## config.mk

```make
export PLATFORM = sky130hd
export DESIGN_NAME = fifo_ctrl_flat
export DESIGN_NICKNAME = d
export VERILOG_FILES = /design/src/rtl/fifo_pkg.sv /design/src/rtl/fifo_if.sv /design/src/rtl/fifo_out_buf.sv /design/src/rtl/fifo_ctrl.sv /design/src/flat_wrapper.sv
export SDC_FILE = /design/constraint.sdc
export NUM_CORES = 1
export LEC_CHECK = 0
export ABC_AREA = 1
export CAP_MARGIN = 20
export CORE_ASPECT_RATIO = 0.75
export CORE_UTILIZATION = 35
export CTS_CLUSTER_DIAMETER = 50
export DETAILED_ROUTE_END_ITERATION = 10
export PLACE_DENSITY = 0.67
export SKIP_CTS_REPAIR_TIMING = 1
export SYNTH_ARGS = -nofsm -noshare
export SYNTH_HDL_FRONTEND = slang
export SYNTH_SLANG_ARGS = --single-unit
```

## constraint.sdc

```tcl
create_clock -name clk -period 3.1 [get_ports clk]
set_clock_uncertainty 0.15 [all_clocks]
set_input_delay 0.775 -clock clk [delete_from_list [all_inputs] [get_ports clk]]
set_output_delay 0.775 -clock clk [all_outputs]
set_load 0.01 [all_outputs]
```

## src/rtl/fifo_pkg.sv

```systemverilog
// ---------------------------------------------------------------------------
// fifo_pkg
//   Shared constants and types for the fifo_ctrl slice.
//   - DEFAULT_DATA_WIDTH / DEFAULT_ADDR_WIDTH : default payload and storage
//     address widths used by the interface and the controller.
//   - buf_cnt_t : occupancy count of the 2-entry output buffer (0..2).
//   - buf_op_e  : capture/pop combination seen by the output buffer.
// ---------------------------------------------------------------------------
package fifo_pkg;

    localparam int DEFAULT_DATA_WIDTH = 8;
    localparam int DEFAULT_ADDR_WIDTH = 10;

    // Output buffer holds at most two words: one being presented and one
    // landing from the storage read pipeline.
    localparam int OUT_BUF_DEPTH = 2;

    typedef logic [1:0] buf_cnt_t;

    // Encoding is {capture, pop} so it can be cast straight from the strobes.
    typedef enum logic [1:0] {
        BUF_IDLE    = 2'b00,
        BUF_POP     = 2'b01,
        BUF_CAPTURE = 2'b10,
        BUF_BOTH    = 2'b11
    } buf_op_e;

endpackage : fifo_pkg

```

## src/rtl/fifo_if.sv

```systemverilog
// ---------------------------------------------------------------------------
// fifo_if
//   Valid/ready word stream used on both sides of fifo_ctrl.
//   Signals : valid (word offered), data (word), ready (word taken).
//   Modports: master drives valid/data and samples ready;
//             slave samples valid/data and drives ready.
// ---------------------------------------------------------------------------
interface fifo_if
    import fifo_pkg::*;
#(
    parameter int DATA_WIDTH = DEFAULT_DATA_WIDTH
) ();

    logic                  valid;
    logic [DATA_WIDTH-1:0] data;
    logic                  ready;

    modport master (
        output valid,
        output data,
        input  ready
    );

    modport slave (
        input  valid,
        input  data,
        output ready
    );

endinterface : fifo_if

```

## src/rtl/fifo_out_buf.sv

```systemverilog
// ---------------------------------------------------------------------------
// fifo_out_buf
//   Two-entry output skid buffer sitting behind the one-cycle storage read.
//   head_q is the oldest word and drives data directly from a register.
//   Ports:
//     clk, rstn  : clock, asynchronous active-low reset
//     capture    : cap_data is the word returning from storage this cycle
//     cap_data   : returning storage word
//     pop        : downstream takes the head word this cycle (only asserted
//                  while valid)
//     valid      : buffer holds at least one word
//     data       : oldest word (registered)
//     count      : number of words held (0..2)
// ---------------------------------------------------------------------------
module fifo_out_buf
    import fifo_pkg::*;
#(
    parameter int DATA_WIDTH = DEFAULT_DATA_WIDTH
) (
    input  logic                  clk,
    input  logic                  rstn,
    input  logic                  capture,
    input  logic [DATA_WIDTH-1:0] cap_data,
    input  logic                  pop,
    output logic                  valid,
    output logic [DATA_WIDTH-1:0] data,
    output buf_cnt_t              count
);

    logic [DATA_WIDTH-1:0] head_q;
    logic [DATA_WIDTH-1:0] tail_q;
    buf_cnt_t              count_q;
    buf_op_e               op;

    assign op = buf_op_e'({capture, pop});

    // NOTE: sequential state is updated with non-blocking assignments so every
    // register samples the pre-edge values of the others (head_q <= tail_q
    // and tail_q <= cap_data in the same edge must not race).
    always_ff @(posedge clk or negedge rstn) begin
        if (!rstn) begin
            // NOTE: the two entries are only two registers, so they are reset;
            // this keeps data at zero during reset. Large storage arrays (the
            // external memory) are never reset.
            head_q  <= '0;
            tail_q  <= '0;
            count_q <= '0;
        end else begin
            case (op)
                BUF_CAPTURE: begin
                    if (count_q == buf_cnt_t'(0)) begin
                        head_q <= cap_data;
                    end else begin
                        tail_q <= cap_data;
                    end
                    count_q <= count_q + buf_cnt_t'(1);
                end
                BUF_POP: begin
                    head_q  <= tail_q;
                    count_q <= count_q - buf_cnt_t'(1);
                end
                BUF_BOTH: begin
                    // Count is unchanged; the new word goes behind whatever
                    // remains after the head leaves.
                    if (count_q == buf_cnt_t'(1)) begin
                        head_q <= cap_data;
                    end else begin
                        head_q <= tail_q;
                        tail_q <= cap_data;
                    end
                end
                default: begin
                end
            endcase
        end
    end

    assign valid = (count_q != buf_cnt_t'(0));
    assign data  = head_q;
    assign count = count_q;

endmodule : fifo_out_buf

```

## src/rtl/fifo_ctrl.sv

```systemverilog
// ---------------------------------------------------------------------------
// fifo_ctrl
//   FIFO controller for an external 1-cycle-read storage array. Tracks write
//   and read pointers plus the stored-word count, issues storage reads ahead
//   of demand, and feeds a 2-entry output buffer so the stream sustains one
//   word per cycle.
//   Ports:
//     clk, rstn  : clock, asynchronous active-low reset
//     in_if      : upstream stream (slave: valid/data in, ready out)
//     out_if     : downstream stream (master: valid/data out, ready in)
//     mem_we, mem_waddr, mem_wdata : storage write port (combinational)
//     mem_re, mem_raddr            : storage read request (combinational)
//     mem_rdata  : storage read data, valid the cycle after mem_re
//     level      : words held = stored + in flight + output buffer
// ---------------------------------------------------------------------------
module fifo_ctrl
    import fifo_pkg::*;
#(
    parameter int DATA_WIDTH = DEFAULT_DATA_WIDTH,
    parameter int ADDR_WIDTH = DEFAULT_ADDR_WIDTH
) (
    input  logic                  clk,
    input  logic                  rstn,
    fifo_if.slave                 in_if,
    fifo_if.master                out_if,
    output logic                  mem_we,
    output logic [ADDR_WIDTH-1:0] mem_waddr,
    output logic [DATA_WIDTH-1:0] mem_wdata,
    output logic                  mem_re,
    output logic [ADDR_WIDTH-1:0] mem_raddr,
    input  logic [DATA_WIDTH-1:0] mem_rdata,
    output logic [ADDR_WIDTH+1:0] level
);

    localparam logic [ADDR_WIDTH:0] DEPTH_V = {1'b1, {ADDR_WIDTH{1'b0}}};

    // Registered state
    logic                  run_q;        // low until the first edge after reset
    logic [ADDR_WIDTH-1:0] wptr_q;
    logic [ADDR_WIDTH-1:0] rptr_q;
    logic [ADDR_WIDTH:0]   mem_count_q;  // words resident in storage
    logic                  inflight_q;   // storage read returning this cycle

    // Per-cycle decisions
    logic                  in_ready;
    logic                  push;
    logic                  pop;
    logic                  rd_issue;
    buf_cnt_t              pending;      // buffered + in-flight words

    // Output buffer view
    logic                  buf_valid;
    logic [DATA_WIDTH-1:0] buf_data;
    buf_cnt_t              buf_count;

    // in_ready depends on registered state only; run_q holds it low while
    // rstn is asserted even though mem_count_q is zero then.
    assign in_ready = run_q && (mem_count_q < DEPTH_V);
    assign push     = in_if.valid && in_ready;
    assign pop      = buf_valid && out_if.ready;
    assign pending  = buf_count + buf_cnt_t'(inflight_q);

    // A read is issued when the buffer will have room for the returning word.
    // mem_count_q excludes this cycle's push, so a word is never read in the
    // cycle it is written.
    // NOTE: every always_comb output gets a default first, so no path through
    // the block leaves it unassigned and no latch is inferred.
    always_comb begin
        rd_issue = 1'b0;
        if (run_q && (mem_count_q != '0)) begin
            if (pending < buf_cnt_t'(OUT_BUF_DEPTH)) begin
                rd_issue = 1'b1;
            end else if ((pending == buf_cnt_t'(OUT_BUF_DEPTH)) && pop) begin
                rd_issue = 1'b1;
            end
        end
    end

    always_ff @(posedge clk or negedge rstn) begin
        if (!rstn) begin
            run_q       <= 1'b0;
            wptr_q      <= '0;
            rptr_q      <= '0;
            mem_count_q <= '0;
            inflight_q  <= 1'b0;
        end else begin
            run_q      <= 1'b1;
            inflight_q <= rd_issue;
            if (push) begin
                wptr_q <= wptr_q + ADDR_WIDTH'(1);
            end
            if (rd_issue) begin
                rptr_q <= rptr_q + ADDR_WIDTH'(1);
            end
            case ({push, rd_issue})
                2'b10:   mem_count_q <= mem_count_q + (ADDR_WIDTH+1)'(1);
                2'b01:   mem_count_q <= mem_count_q - (ADDR_WIDTH+1)'(1);
                default: mem_count_q <= mem_count_q;
            endcase
        end
    end

    fifo_out_buf #(
        .DATA_WIDTH (DATA_WIDTH)
    ) u_out_buf (
        .clk      (clk),
        .rstn     (rstn),
        .capture  (inflight_q),
        .cap_data (mem_rdata),
        .pop      (pop),
        .valid    (buf_valid),
        .data     (buf_data),
        .count    (buf_count)
    );

    assign in_if.ready  = in_ready;
    assign out_if.valid = buf_valid;
    assign out_if.data  = buf_data;

    assign mem_we    = push;
    assign mem_waddr = wptr_q;
    assign mem_wdata = in_if.data;
    assign mem_re    = rd_issue;
    assign mem_raddr = rptr_q;

    assign level = {1'b0, mem_count_q}
                 + (ADDR_WIDTH+2)'(inflight_q)
                 + (ADDR_WIDTH+2)'(buf_count);

endmodule : fifo_ctrl

```

## src/flat_wrapper.sv

```systemverilog
// flat-port wrapper written by rule: the top's interface ports become plain ports
module fifo_ctrl_flat import fifo_pkg::*;
#(
    parameter int DATA_WIDTH = DEFAULT_DATA_WIDTH,
    parameter int ADDR_WIDTH = DEFAULT_ADDR_WIDTH
)
  (clk, rstn, mem_we, mem_waddr, mem_wdata, mem_re, mem_raddr, mem_rdata, level, in_if_valid, in_if_data, in_if_ready, out_if_valid, out_if_data, out_if_ready);
  fifo_if #(.DATA_WIDTH(DATA_WIDTH)) in_if_i ();
  fifo_if #(.DATA_WIDTH(DATA_WIDTH)) out_if_i ();
  input  logic clk;
  input  logic rstn;
  output logic mem_we;
  output logic [ADDR_WIDTH-1:0] mem_waddr;
  output logic [DATA_WIDTH-1:0] mem_wdata;
  output logic mem_re;
  output logic [ADDR_WIDTH-1:0] mem_raddr;
  input  logic [DATA_WIDTH-1:0] mem_rdata;
  output logic [ADDR_WIDTH+1:0] level;
  input wire logic [$bits(in_if_i.valid)-1:0] in_if_valid;
  input wire logic [$bits(in_if_i.data)-1:0] in_if_data;
  output wire logic [$bits(in_if_i.ready)-1:0] in_if_ready;
  output wire logic [$bits(out_if_i.valid)-1:0] out_if_valid;
  output wire logic [$bits(out_if_i.data)-1:0] out_if_data;
  input wire logic [$bits(out_if_i.ready)-1:0] out_if_ready;
  assign in_if_i.valid = in_if_valid;
  assign in_if_i.data = in_if_data;
  assign in_if_ready = in_if_i.ready;
  assign out_if_valid = out_if_i.valid;
  assign out_if_data = out_if_i.data;
  assign out_if_i.ready = out_if_ready;
  fifo_ctrl #(.DATA_WIDTH(DATA_WIDTH), .ADDR_WIDTH(ADDR_WIDTH)) u_core (.clk(clk), .rstn(rstn), .in_if(in_if_i), .out_if(out_if_i), .mem_we(mem_we), .mem_waddr(mem_waddr), .mem_wdata(mem_wdata), .mem_re(mem_re), .mem_raddr(mem_raddr), .mem_rdata(mem_rdata), .level(level));
endmodule
```

After elaboration in Yosys (flattened, before gate mapping)
Index checks and enable logic that the tools add are counted.
- add/sub/neg operators: 9
- multipliers: 0
- divide/modulo/power cells: 0
- order comparisons: 2
- equality and inequality tests: 10
- shift-type cells: 0
- muxes and demuxes: 11
- bitwise gates (word level): 0
- reductions and logical operators: 14
- operators with widths (cell ; count):
    $mux 8 ; 4
    $pmux 8 s3 ; 1
    $pmux 11 s2 ; 1
    $add 10x1->10 const B ; 2
    $pmux 8 s2 ; 1
    $add 11x1->12 ; 1
    $add 12x2->12 ; 1
    $add 11x1->11 const B ; 1
    $lt 11x11->1 const B ; 1
    $reduce_bool 11->1 ; 1
    $sub 11x1->11 const B ; 1
    $eq 2x2->1 const B ; 4
    $reduce_bool 2->1 ; 4
    $eq 2x1->1 const B ; 3
    $ne 2x2->1 const B ; 3
    $logic_and 1x1->1 ; 5
    $pmux 2 s2 ; 1
    $mux 1 ; 3
    $reduce_and 3->1 ; 1
    $reduce_bool 3->1 ; 1
    $add 2x1->2 ; 1
    $add 2x1->2 const B ; 1
    $logic_not 2->1 ; 1
    $lt 2x2->1 const B ; 1
    2 further kinds ; 2
- register bits: 51
- bits in latches: 0
- RAM bits: 0
- memory bits (read-only): 0
- output and inout port bits: 52
- word-level logic and storage cells: 54
- memories kept: 0

Depth between registers and ports, before layout
- depth after elaboration: 8
- gate-level depth with buffers: 20
- depth with buffers taken out: 20

Modules after synthesis
A second synthesis with hierarchy kept.
- cell total of the unflattened synthesis: 450
- area total of the unflattened synthesis: 3375.7 um^2
- by module, submodules not included (module ; instances ; cells an instance ; area each (um^2)):
    fifo_ctrl ; 1 ; 329 ; 2411.1
    fifo_out_buf ; 1 ; 121 ; 964.7

Worst setup path after synthesis
Ideal clock, no wire load.
- path type: register to register
- start: register u_core.u_out_buf.count_q[1], in the netlist u_core.u_out_buf.count[1]
- end: register u_core.mem_count_q[8]
- setup time: 0.117 ns
- data arrival time: 2.712 ns
- required time: 2.833 ns
- setup slack: 0.120 ns
- stages on the path, launching flop included: 21
- cell sequence: dfrtp_1 > inv_1 > ha_1 > inv_2 > nand2_2 > nor2_1 > nor2_1 > nor2_1 > nand2_2 > inv_2 > ha_1 > inv_1 > fa_1 > inv_1 > nand3_1 > nand3_1 > nand2_1 > nand3_1 > nand2_1 > nor2_1 > nor2_1
- cells in the longest elaborated chain, start to end: 8
- elaborated cells on any way between the ends: 13
- ends and longest elaborated chain (what ; line ; text):
    from (decl) ; fifo_out_buf.sv:32 ; buf_cnt_t count_q;
    from (signal assigned) ; fifo_out_buf.sv:56 ; count_q <= count_q + buf_cnt_t'(1);
    from (signal assigned) ; fifo_out_buf.sv:60 ; count_q <= count_q - buf_cnt_t'(1);
    $reduce_bool 2->1 * ; fifo_out_buf.sv:78 ; assign valid = (count_q != buf_cnt_t'(0));
    net out_if_valid ; flat_wrapper.sv:22 ; output wire logic [$bits(out_if_i.valid)-1:0] out_if_valid;
    $logic_and 1x1->1 * ; fifo_ctrl.sv:60 ; assign pop = buf_valid && out_if.ready;
    $logic_and 1x1->1 * ; fifo_ctrl.sv:73 ; end else if ((pending == buf_cnt_t'(OUT_BUF_DEPTH)) && pop) begin
    $mux 1 * ; fifo_ctrl.sv:73 ;
    $mux 1 * ; fifo_ctrl.sv:71 ; if (pending < buf_cnt_t'(OUT_BUF_DEPTH)) begin
    $mux 1 * ; fifo_ctrl.sv:70 ; if (run_q && (mem_count_q != '0)) begin
    net mem_re ; flat_wrapper.sv:15 ; output logic mem_re;
    $eq 2x1->1 / $eq 2x2->1 (equally long branches) ; fifo_ctrl.sv:95 ; case ({push, rd_issue})
    $pmux 11 s2 / $reduce_bool 2->1 (equally long branches) ; -- ;
    to (signal assigned) ; fifo_ctrl.sv:96 ; 2'b10: mem_count_q <= mem_count_q + (ADDR_WIDTH+1)'(1);
    to (signal assigned) ; fifo_ctrl.sv:97 ; 2'b01: mem_count_q <= mem_count_q - (ADDR_WIDTH+1)'(1);
    to (signal assigned) ; fifo_ctrl.sv:98 ; default: mem_count_q <= mem_count_q;
    to (decl) ; fifo_ctrl.sv:41 ; logic [ADDR_WIDTH:0] mem_count_q;
Mark *: on every way through the listed nets, which the timed path passes. The rest lies on a longest branch.
A chain may end at the register's enable or synchronous reset.

Worst setup path in the final report
- start: register u_core.u_out_buf.count_q[0], in the netlist u_core.u_out_buf.count[0]
- end: output level[10]
- cells in the longest elaborated chain, start to end: 1
- ends and longest elaborated chain (what ; line ; text):
    $add 12x2->12 ; fifo_ctrl.sv:128 ; + (ADDR_WIDTH+2)'(buf_count);
    to (decl) ; flat_wrapper.sv:18 ; output logic [ADDR_WIDTH+1:0] level;
Every way passes these cells.

==> impl_metrics.json <==
{
  "slew_headroom_pct": 37.5,
  "hold_class": "in -> async",
  "clockBufferDepth": 2,
  "synth.most_common_cell": "nand2_1",
  "finalPower_uw": 4950,
  "dp_hpwl_um": 5830,
  "setup_ws_ns": 0.00709,
  "seqPwrFrac_pct": 25.3,
  "grt_usage_pct": 16.8,
  "synth_top_area_share_pct": 38.7,
  "synth_flop_cell": "dfrtp_1",
  "area_delta_synth_final_pct": 35.0,
  "synth-async-reset-ratio_pct": 100,
  "setup_viol": 0,
  "end_kind": "output pin",
  "synth-warning-count": 0,
  "synth_area_leader_cell": "dfrtp_1",
  "place.gp.congestion": 0.851,
  "die_h_um": 86.1,
  "drc": 0,
  "grt_remaining_overflow": 0,
  "critPathArrivalTime_ns": 2.17,
  "cp.required_ns": 2.17,
  "die_w_um": 114,
  "port_buffers": 55,
  "final_util_pct": 49.0,
  "rows": 30,
  "final_max_slew_viol_count": 0,
  "antenna_cells": 0,
  "rsz0062_at_grt": "true",
  "synth_cell_types": 30,
  "syn-num-nets": 472,
  "grt_start_max_net_pins": 31,
  "max-cap-violations": 0,
  "ant_nets": 0,
  "intPower_uw": 2750,
  "dp_slack_ns": -0.338,
  "antenna_found_initial": 0,
  "synth.area.top_cells": "dfrtp_1 39%, nand2_1 13%, inv_1 7.4%",
  "swShare_pct": 44.3,
  "critPathMaxFanout": 2,
  "dr.pass1.iters": 4,
  "cts-htree-levels": 2,
  "tightest_slew_ns": 0.931,
  "ys_seq_elements": 51,
  "power_frac_comb_pct": 63.7,
  "hold_viol": 0,
  "drt_iter0_drc": 166,
  "path_clk_slew_ns": 0.07,
  "synth_commonest_cells": "118 x nand2_1, 65 x inv_1, 51 x dfrtp_1, 31 x nor2_1, 25 x o21ai_0",
  "dieArea_sq_um": 9820,
  "crit_path_start_kind": "flip-flop",
  "fin_crit_ns": 3.09,
  "grt_pass1_wl_um": 13200,
  "core_sq_um": 9080,
  "cts_tree": "done",
  "routed_via_density": 4.59,
  "grt_pass1_vias": 2823,
  "syn_area_sq_um": 3300,
  "status": "complete, no violations",
  "routed_wl_um": 7860,
  "yosysSeqAreaShare_pct": 38.7,
  "power_density_nw_per_um2": 1110,
  "vias": 2957,
  "netSwitchingPower_uw": 2190,
  "clock-root-buffer": "clkbuf_16",
  "fmax_mhz": 323,
  "io_pins": 72,
  "synth.avg_cell_area_sq_um": 7.67,
  "synth_edf_count": 0,
  "cts.sinks": 51,
  "critPathKind": "reg -> out",
  "final_layout_size_suffix_gt1_share_pct": 15.7,
  "cts_buffers": 5,
  "ir_worst_vdd_v": 0.000373,
  "power_frac_clock_pct": 11.0,
  "fin_crit_sh_pct": 99.8,
  "p_leak_uw": 0.00229,
  "syn_inst": 430,
  "initial_utilization_pct": 36.3,
  "layout.nets": 557,
  "wl_per_cell_um": 12.2,
  "clk_latency_ns": 0.29
}
-- layer usage --
layer	track usage, %	share of wire [%]
met4	2.95	0.47
met3	3.25	4.1
met1	25.3	51
met2	25.1	44
met5	0	0
-- state kept, by name (all words and copies together) (netlist names) --
register                 count
u_core.inflight_q            1
u_core.mem_waddr            10
u_core.mem_raddr            10
u_core.u_out_buf.tail_q      8
u_core.run_q                 1
u_core.u_out_buf.count       2
u_core.mem_count_q          11
u_core.u_out_buf.data        8
-- critical path, cell delays in order (launching register included) --
cell     delay [ns]
dfrtp_1        0.36
inv_2          0.06
fa_2           0.38
inv_2          0.08
fa_2           0.24
nand3_4        0.09
nor2_4         0.12
nand4_1        0.12
nor2_1         0.14
xor2_1         0.15
buf_2          0.15
-- final timing paths --
kind	from	to	slack (ns)	cells after the start
max	u_core.u_out_buf.count[0]$_DFFE_PN0P_	level[10]	0.007	10
min	rstn	u_core.mem_waddr[8]$_DFFE_PN0P_	0.31	1
max reg2reg	u_core.u_out_buf.count[1]$_DFFE_PN0P_	u_core.mem_count_q[6]$_DFFE_PN0P_	0.27	20
min reg2reg	u_core.u_out_buf.tail_q[1]$_DFFE_PN0P_	u_core.u_out_buf.tail_q[1]$_DFFE_PN0P_	0.34	2
max in group asynchronous	rstn	u_core.u_out_buf.tail_q[0]$_DFFE_PN0P_	1.94	2
min in group clk	u_core.u_out_buf.tail_q[1]$_DFFE_PN0P_	u_core.u_out_buf.tail_q[1]$_DFFE_PN0P_	0.34	2
-- power groups by stage --
stage	combinational, uW	sequential (uW)	clock, uW
3_3_place_gp	2890	1230	0
2_1_floorplan	1700	1230	0
3_5_place_dp	2980	1240	0
4_1_cts	3000	1230	560
6_report	3150	1250	544
5_1_grt	3510	1300	589
-- metrics by stage --
step | std cells | area (sq um) | hold WS [ns] | TNS (ns)
final | 644 | 4450 | 0.309 | 0
after global routing | 644 | 4450 | 0.351 | -0.190
after detailed placement | 632 | 4170 | 0.325 | -3.00
after floorplan | 430 | 3300 | 0.303 | 0
after global placement | 632 | 4170 | 0.318 | -2.12
after CTS | 640 | 4310 | 0.334 | -3.24
-- placed cells by master (no fill, tap or decap), types with 13 or more instances in the layout --
cell type	instances
xor2_1	17
nand3_1	18
dfrtp_1	51
buf_4	37
ha_1	14
nor2_1	30
xnor2_1	13
inv_1	62
clkdlybuf4s50_1	42
o21ai_0	25
nand2_1	117
-- final cells by class --
cell class | count | area (sq um)
flip-flops and latches | 51 | 1280
clock buffers | 6 | 129
repair buffers | 93 | 851
well taps | 128 | 160
clock inverters | 2 | 12.5
multi-input cells | 295 | 1770
fillers | 895 | 4630
inverters | 69 | 260
-- logic make-up after synthesis --
| family | count (synthesis) | synth area share (%) |
|---|---|---|
| xor+xnor | 30 | 7.96 |
| compound gates | 47 | 7.47 |
| flops | 51 | 38.7 |
| simple gates | 195 | 25.7 |
| other cells | 1 | 0.114 |
| buf+inv | 84 | 11.1 |
| fa+ha+maj | 22 | 9.03 |
No activity file was read; power rests on OpenSTA's default activity.
